File: src/rtl/gray_conv_seq.sv
// gray_conv_seq: bit-serial Gray/binary code converter.
//   Captures an operand on start and produces one result bit per clock,
//   MSB first. The finished word appears on dout together with a
//   one-cycle done pulse.
// Ports:
//   clk    - rising-edge clock
//   reset  - asynchronous, active-high reset
//   start  - conversion request, sampled when not busy
//   mode   - 0: Gray-to-binary, 1: binary-to-Gray (sampled with start)
//   din    - operand word (sampled with start)
//   busy   - high while a conversion is in progress
//   done   - one-cycle pulse, new result present on dout
//   dout   - result word, held between conversions
module gray_conv_seq #(
    parameter int unsigned WIDTH = 4
) (
    input  logic             clk,
    input  logic             reset,
    input  logic             start,
    input  logic             mode,
    input  logic [WIDTH-1:0] din,
    output logic             busy,
    output logic             done,
    output logic [WIDTH-1:0] dout
);

    localparam int unsigned IDX_W = $clog2(WIDTH);
    localparam logic [IDX_W-1:0] IDX_TOP = IDX_W'(WIDTH - 1);
    localparam logic [IDX_W-1:0] IDX_ONE = IDX_W'(1);

    typedef enum logic [1:0] {
        IDLE = 2'd0,
        CONV = 2'd1,
        DONE = 2'd2
    } state_t;

    state_t           state_q, state_d;
    logic [WIDTH-1:0] op_q, op_d;
    logic             mode_q, mode_d;
    logic [IDX_W-1:0] idx_q, idx_d;
    logic [WIDTH-1:0] res_q, res_d;
    logic             prev_q, prev_d;
    logic [WIDTH-1:0] dout_q, dout_d;
    logic             busy_q, busy_d;
    logic             done_q, done_d;

    logic             accept_c;
    logic [WIDTH-1:0] op_shr_c;
    logic             upper_c;
    logic             bit_c;

    // A new operand is taken in any state except CONV (covers back-to-back from DONE).
    assign accept_c = start && (state_q != CONV);

    // Current result bit. The left neighbour comes from the operand for
    // binary-to-Gray, or from the previously computed bit for Gray-to-binary.
    // The shifted operand and the cleared prev bit both yield 0 at the MSB.
    assign op_shr_c = {1'b0, op_q[WIDTH-1:1]};
    assign upper_c  = mode_q ? op_shr_c[idx_q] : prev_q;
    assign bit_c    = op_q[idx_q] ^ upper_c;

    // State register.
    always_ff @(posedge clk or posedge reset) begin
        if (reset) begin
            state_q <= IDLE;
        end else begin
            state_q <= state_d;
        end
    end

    // Next-state logic.
    always_comb begin
        state_d = state_q;
        case (state_q)
            IDLE: begin
                if (start) begin
                    state_d = CONV;
                end
            end
            CONV: begin
                // Finish on index 0 itself; the index never steps below 0.
                if (idx_q == '0) begin
                    state_d = DONE;
                end
            end
            DONE: begin
                state_d = start ? CONV : IDLE;
            end
            default: begin
                state_d = IDLE;
            end
        endcase
    end

    // Output and datapath next values.
    always_comb begin
        op_d   = op_q;
        mode_d = mode_q;
        idx_d  = idx_q;
        res_d  = res_q;
        prev_d = prev_q;
        dout_d = dout_q;
        busy_d = (state_d == CONV);
        done_d = (state_d == DONE);

        if (accept_c) begin
            op_d   = din;
            mode_d = mode;
            idx_d  = IDX_TOP;
            res_d  = '0;
            prev_d = 1'b0;
        end else if (state_q == CONV) begin
            res_d[idx_q] = bit_c;
            prev_d       = bit_c;
            if (idx_q != '0) begin
                idx_d = idx_q - IDX_ONE;
            end else begin
                // Publish only the completed word; partial results stay internal.
                dout_d = res_d;
            end
        end
    end

    // Datapath and output registers.
    always_ff @(posedge clk or posedge reset) begin
        if (reset) begin
            op_q   <= '0;
            mode_q <= 1'b0;
            idx_q  <= '0;
            res_q  <= '0;
            prev_q <= 1'b0;
            dout_q <= '0;
            busy_q <= 1'b0;
            done_q <= 1'b0;
        end else begin
            op_q   <= op_d;
            mode_q <= mode_d;
            idx_q  <= idx_d;
            res_q  <= res_d;
            prev_q <= prev_d;
            dout_q <= dout_d;
            busy_q <= busy_d;
            done_q <= done_d;
        end
    end

    assign busy = busy_q;
    assign done = done_q;
    assign dout = dout_q;

endmodule

File: config.mk
export PLATFORM = sky130hd
export DESIGN_NAME = gray_conv_seq
export DESIGN_NICKNAME = d
export VERILOG_FILES = /design/src/rtl/gray_conv_seq.sv
export SDC_FILE = /design/constraint.sdc
export NUM_CORES = 1
export LEC_CHECK = 0
export BUFFER_PORTS_ARGS = -buffer_cell sky130_fd_sc_hd__buf_2
export CAP_MARGIN = 40
export CORE_MARGIN = 2
export CORE_UTILIZATION = 50
export CTS_CLUSTER_SIZE = 10
export DETAILED_ROUTE_END_ITERATION = 6
export PLACE_DENSITY = 0.72
export RECOVER_POWER = 25
export SETUP_SLACK_MARGIN = 0.02
export SYNTH_ARGS = -nofsm -noshare
export SYNTH_HDL_FRONTEND = slang
export SYNTH_SLANG_ARGS = --single-unit
File: constraint.sdc
create_clock -name clk -period 2.9 [get_ports clk]
set_input_delay 0.435 -clock clk [delete_from_list [all_inputs] [get_ports clk]]
set_output_delay 0.435 -clock clk [all_outputs]
set_load 0.02 [all_outputs]
; ---- Word level (Yosys, flattened, before mapping)
; Cells that the tools add are included.
[totals]
out_inout_bits = 6
ff_bits = 20
input_bits = 8
[op_classes]
n_eq_ne = 5
n_lt_le_gt_ge = 2
muxes = 19
bitwise_logic = 3
reduce_logical = 9
add_sub_neg = 1
[op_table]
columns = cell, count
row1 = $mux W2, 5
row2 = $mux W4, 2
row3 = $mux W1, 7
row4 = $pmux W2 S3, 1
row5 = $reduce_bool A2 Y1, 3
row6 = $bmux W1 S2, 2
row7 = $bwmux W4, 1
row8 = $eq A2 B1 Y1 const B, 2
row9 = $eq A2 B2 Y1 const B, 2
row10 = $logic_not A2 Y1, 2
row11 = $lt A2 B3 Y1 const B, 1
row12 = $reduce_and A3 Y1, 1
row13 = $demux W1 S2, 1
row14 = $ge A2 B1 Y1 const B, 1
row15 = $logic_and A1 B1 Y1, 2
row16 = $ne A2 B1 Y1 const B, 1
row17 = $not A1 Y1, 2
row18 = $reduce_and A2 Y1, 1
row19 = $sub A2 B1 Y2 const B, 1
row20 = $xor A1 B1 Y1, 1

; ---- Longest topological paths before layout
[logic_depth]
ltp_word = 7
ltp_mapped = 7
depth_no_buf = 6

; ---- Least setup slack after synthesis
; OpenSTA, ideal clock, no wires.
[synth_path]
kind = register to register
startpoint = register idx_q[0]
endpoint = register dout_q[1], in the netlist dout[1]
setup_time_ps = 132
n_path_buf = 1
setup_slack_ps = 1444
path_stages_with_launch = 8
t_arrival_ps = 1324
cell_sequence = dfrtp_1 -> inv_1 -> ha_1 -> nand3b_1 -> clkbuf_1 -> nor3b_1 -> a21oi_1 -> o21ai_1
[synth_between]
elab_chain_len = 5
[synth_lines]
columns = item, line_no
row1 = start: declaration, 40  ; logic [IDX_W-1:0] idx_q, idx_d;
row2 = start signal: assignment, 138  ; idx_q <= idx_d;
row3 = $lt A2 B3 Y1 (not written as such) (tied with other cells), 113  ; res_d[idx_q] = bit_c;
row4 = $logic_and A1 B1 Y1 (not written as such) or $mux W1 (tied branches), "113, 59"
row5 = $mux W1 (on tied branches), "113, 59"
row6 = $demux W1 S2 or $xor A1 B1 Y1 (tied branches), "113, 60"
row7 = $bwmux W4, 113
row8 = end signal: assignment, 141  ; dout_q <= dout_d;
row9 = end: declaration, 43  ; logic [WIDTH-1:0] dout_q, dout_d;
; Parallel ways exist; a longest one is shown, timed or not. The select of a mux whose other input is x is not followed.
; A chain may end at the register's enable or synchronous reset.

; ---- Final worst setup path
[layout_path]
startpoint = register idx_q[0]
endpoint = register dout_q[2], in the netlist dout[2]
; Same word-level chain as after synthesis.

==> results.txt <==
----------------------------------------------------
[Yosys]
  Asr flop ratio synth ... 1.00
  Sequential-to-total area share from yosys stat ... 0.537
  Number of warnings printed during yosys synthesis ... 0
  Number of flops mapped to enable cells by yosys ... 0
  Primary flip-flop cell chosen by synthesis mapping ... dfrtp_1
  Cell variety after synth ... 24
  Post-synth top area share ... 0.537
  Combined area of all synthesized cells ... 886 um^2
  Post-synth top area cell ... dfrtp_1
  Flip-flop and latch count after synthesis ... 19
  Syn_nets ... 93
  Main area contributors after synthesis ... dfrtp_1 (54%), ha_1 (5.6%), mux2_2 (5.1%)
  Post-synthesis area per instance ... 10.9 um^2
  Post-Syn Instances ... 81

[Cells and area]
  Antenna Diode Count ... 0
  Final non-filler cell total ... 113
  Fraction of layout instances using a drive strength above 1 ... 0.240
  Filler cells ... 161
  Combined area of the multi-input logic cells ... 375 um^2
  Nets@finish ... 109
  Area taken by flip-flops and latches ... 475 um^2
  P&R area growth vs syn ... 11.7%

[Floorplanning]
  Initial standard-cell utilization of the core ... 0.524
  Overall die area ... 0.00212 mm^2
  Height of the chip ... 46.1 um
  Number of standard-cell rows in the floorplan ... 15
  Die width ... 46.1 um
  I/O pin count ... 14
  Standard cell core area ... 0.00169 mm^2

[Pwr]
  Peak supply drop ... 0.604 mV
  Total power divided by cell area ... 1140 mW/mm^2
  Leakage power ... 0.489 nW

[Global route]
  Number of antenna violations at the first check in global routing ... 0
  Global-route wire length before repair ... 2570 um
  Total grt overflow ... 0
  Total GRT Usage ... 0.170
  Largest net degree at the start of global routing ... 20
  Via count of the first global-routing pass ... 593

[STA]
  Final setup violation count ... 0
  Transition time at the pin with the least slew margin ... 0.691 ns
  Final worst path period share ... 0.592
  Summed negative setup slack over all endpoints ... 0 ns
  RSZ-0062 raised after global routing ... false
  Clock tree skew after final layout ... 0.00485 ns
  Time the final worst path needs with I/O delays and setup ... 1.72 ns
  Final worst-path setup slack ... 1.18 ns
  Count of final hold-check violations ... 0
  Slew margin rel. ... 0.539
  Max-slew violation count ... 0
  Highest achievable clock rate ... 582 MHz

[Clock tree]
  Total CTS buffers ... 3
  Root Driver ... clkbuf_4
  Clock latency on the worst-skew pair ... 0.29 ns
  Number of H-tree levels ... 1
  Cts hold-fix bufs ... 0
  Clock Tree Buf Depth ... 2
  Worst-path clk slew ... 0.10 ns
  Clock sink count ... 19
  Post-CTS Setup Repair Bufs ... 0
  Clock tree from TritonCTS ... yes
  Resize count post-CTS ... 0

[Worst setup path]
  Worst Path Max Fanout ... 11
  Worst endpoint data arrival time ... 1.94 ns
  Critical Path Source Type ... register
  Reg-to-reg slack, setup ... 1.18 ns
  CP Data Required Time ... 3.12 ns
  Path type of the worst setup path ... reg2reg
  CP endpoint kind ... register

[Hold path]
  Kind of path behind the tightest hold check ... in2async

[Drt]
  Per-cell via count in the routed design ... 5.42
  Total wirelength of the detailed-routed design ... 1440 um
  Detailed-router iteration count before antenna repair ... 4
  Post-route DRC ... 0
  Number of vias in the routed layout ... 613
  Average wire length per cell after detail routing ... 12.7 um
  Antenna violation net count after detailed routing ... 0
  Initial DRC Count ... 9

[Placed design]
  Number of port buffers ... 13
  Worst slack, placed ... 1.22 ns
  GP Congestion ... 0.775
  HPWL after detailed placement ... 1100 um
  Placed cell count ... 109

[Flow run]
  Max-capacitance violation count ... 0

[Outcome]
  Status ... finished, final reports clean

----------------------------------------------------
-- metal layers --
metal	vias to the layer above	global-route usage	part of all wire	routed length, um
li1	306	-	-	-
met4	0	0.0686	0.013	18
met5	-	0	0	0
met3	4	0.0471	0.042	60
met2	15	0.250	0.46	666
met1	288	0.236	0.48	691
-- worst paths after layout --
path / startpoint / end / cells after the start
setup / recovery: idx_q[0] / dout[2] / 6
hold / removal: reset / op_q[3] / 2
setup reg to reg: idx_q[0] / dout[2] / 6
hold reg to reg: dout[0] / dout[0] / 2
max in group asynchronous: reset / prev_q / 2
min in group clk: mode / mode_q / 2
-- layout make-up --
| cell class | count | share of cell area |
|---|---|---|
| clock buffers | 4 | 0.0265 |
| flip-flops and latches | 19 | 0.480 |
| multi-input cells | 53 | 0.379 |
| well taps | 17 | 0.0215 |
| repair buffers | 13 | 0.0657 |
| inverters | 7 | 0.0265 |
-- sequential cells by signal, summed over array words and instances, names as in the netlist --
name / count
mode_q: 1
idx_q: 2
op_q: 4
state_q: 2
busy: 1
res_q: 3
done: 1
prev_q: 1
dout: 4
-- synth_stat cells, types with 2 or more instances --
cell type and number:
mux2_2 4, dfrtp_1 19, nand2_1 9, a21oi_1 4, mux2i_1 2, o21ai_1 8
nand2b_1 2, nor2_1 2, o22ai_1 2, nand3_1 4, nor3b_1 3, inv_1 7
ha_1 4
-- cell usage in the layout, fill, tap and decap left out --
master	netlist	layout
a21boi_1	1	1
a21oi_1	4	4
buf_2	1	13
clkbuf_1	1	1
clkbuf_4	0	3
dfrtp_1	19	19
ha_1	4	4
inv_1	7	7
mux2_1	1	1
mux2_2	4	4
mux2i_1	2	2
mux2i_2	1	1
nand2_1	9	9
nand2b_1	2	2
nand3_1	4	4
nand3b_1	1	1
nand4b_1	1	1
nor2_1	2	2
nor2b_1	1	1
nor3b_1	3	3
o21ai_0	1	1
o21ai_1	8	8
o221ai_2	1	1
o22ai_1	2	2
xnor2_2	1	1
-- worst max-delay path, stage by stage (launching register included) --
cell	delay, ns
dfrtp_1	0.44
inv_1	0.20
ha_1	0.25
nand3b_1	0.31
inv_1	0.25
nand2_1	0.08
o21ai_1	0.12
-- where the power goes --
part           internal [W]  switching (W)  leakage, nW
Clock             0.0000534      0.0000747       0.0150
Combinational      0.000222       0.000312        0.241
Sequential         0.000382      0.0000812        0.234
-- per-stage QoR --
stage	power, W	utilization	instance area, um^2	hold slack (ns)
after floorplan	0.000888	-	886	0.386
after global placement	0.000995	0.570	963	0.471
after detailed placement	0.00101	0.570	963	0.476
after CTS	0.00114	0.586	990	0.257
after global routing	0.00123	0.586	990	0.303
final	0.00113	0.586	990	0.233
-- cells by family after synthesis --
family / after synthesis / synth area share
and+or+nand+nor: 23 / 0.134
DFF: 19 / 0.537
AOI/OAI and AO/OA: 17 / 0.113
buffers and inverters: 9 / 0.0395
muxes: 8 / 0.102
adders and majority gates: 4 / 0.0565
xor gates and xnor gates: 1 / 0.0184
Power figures use the tool's default switching activity.
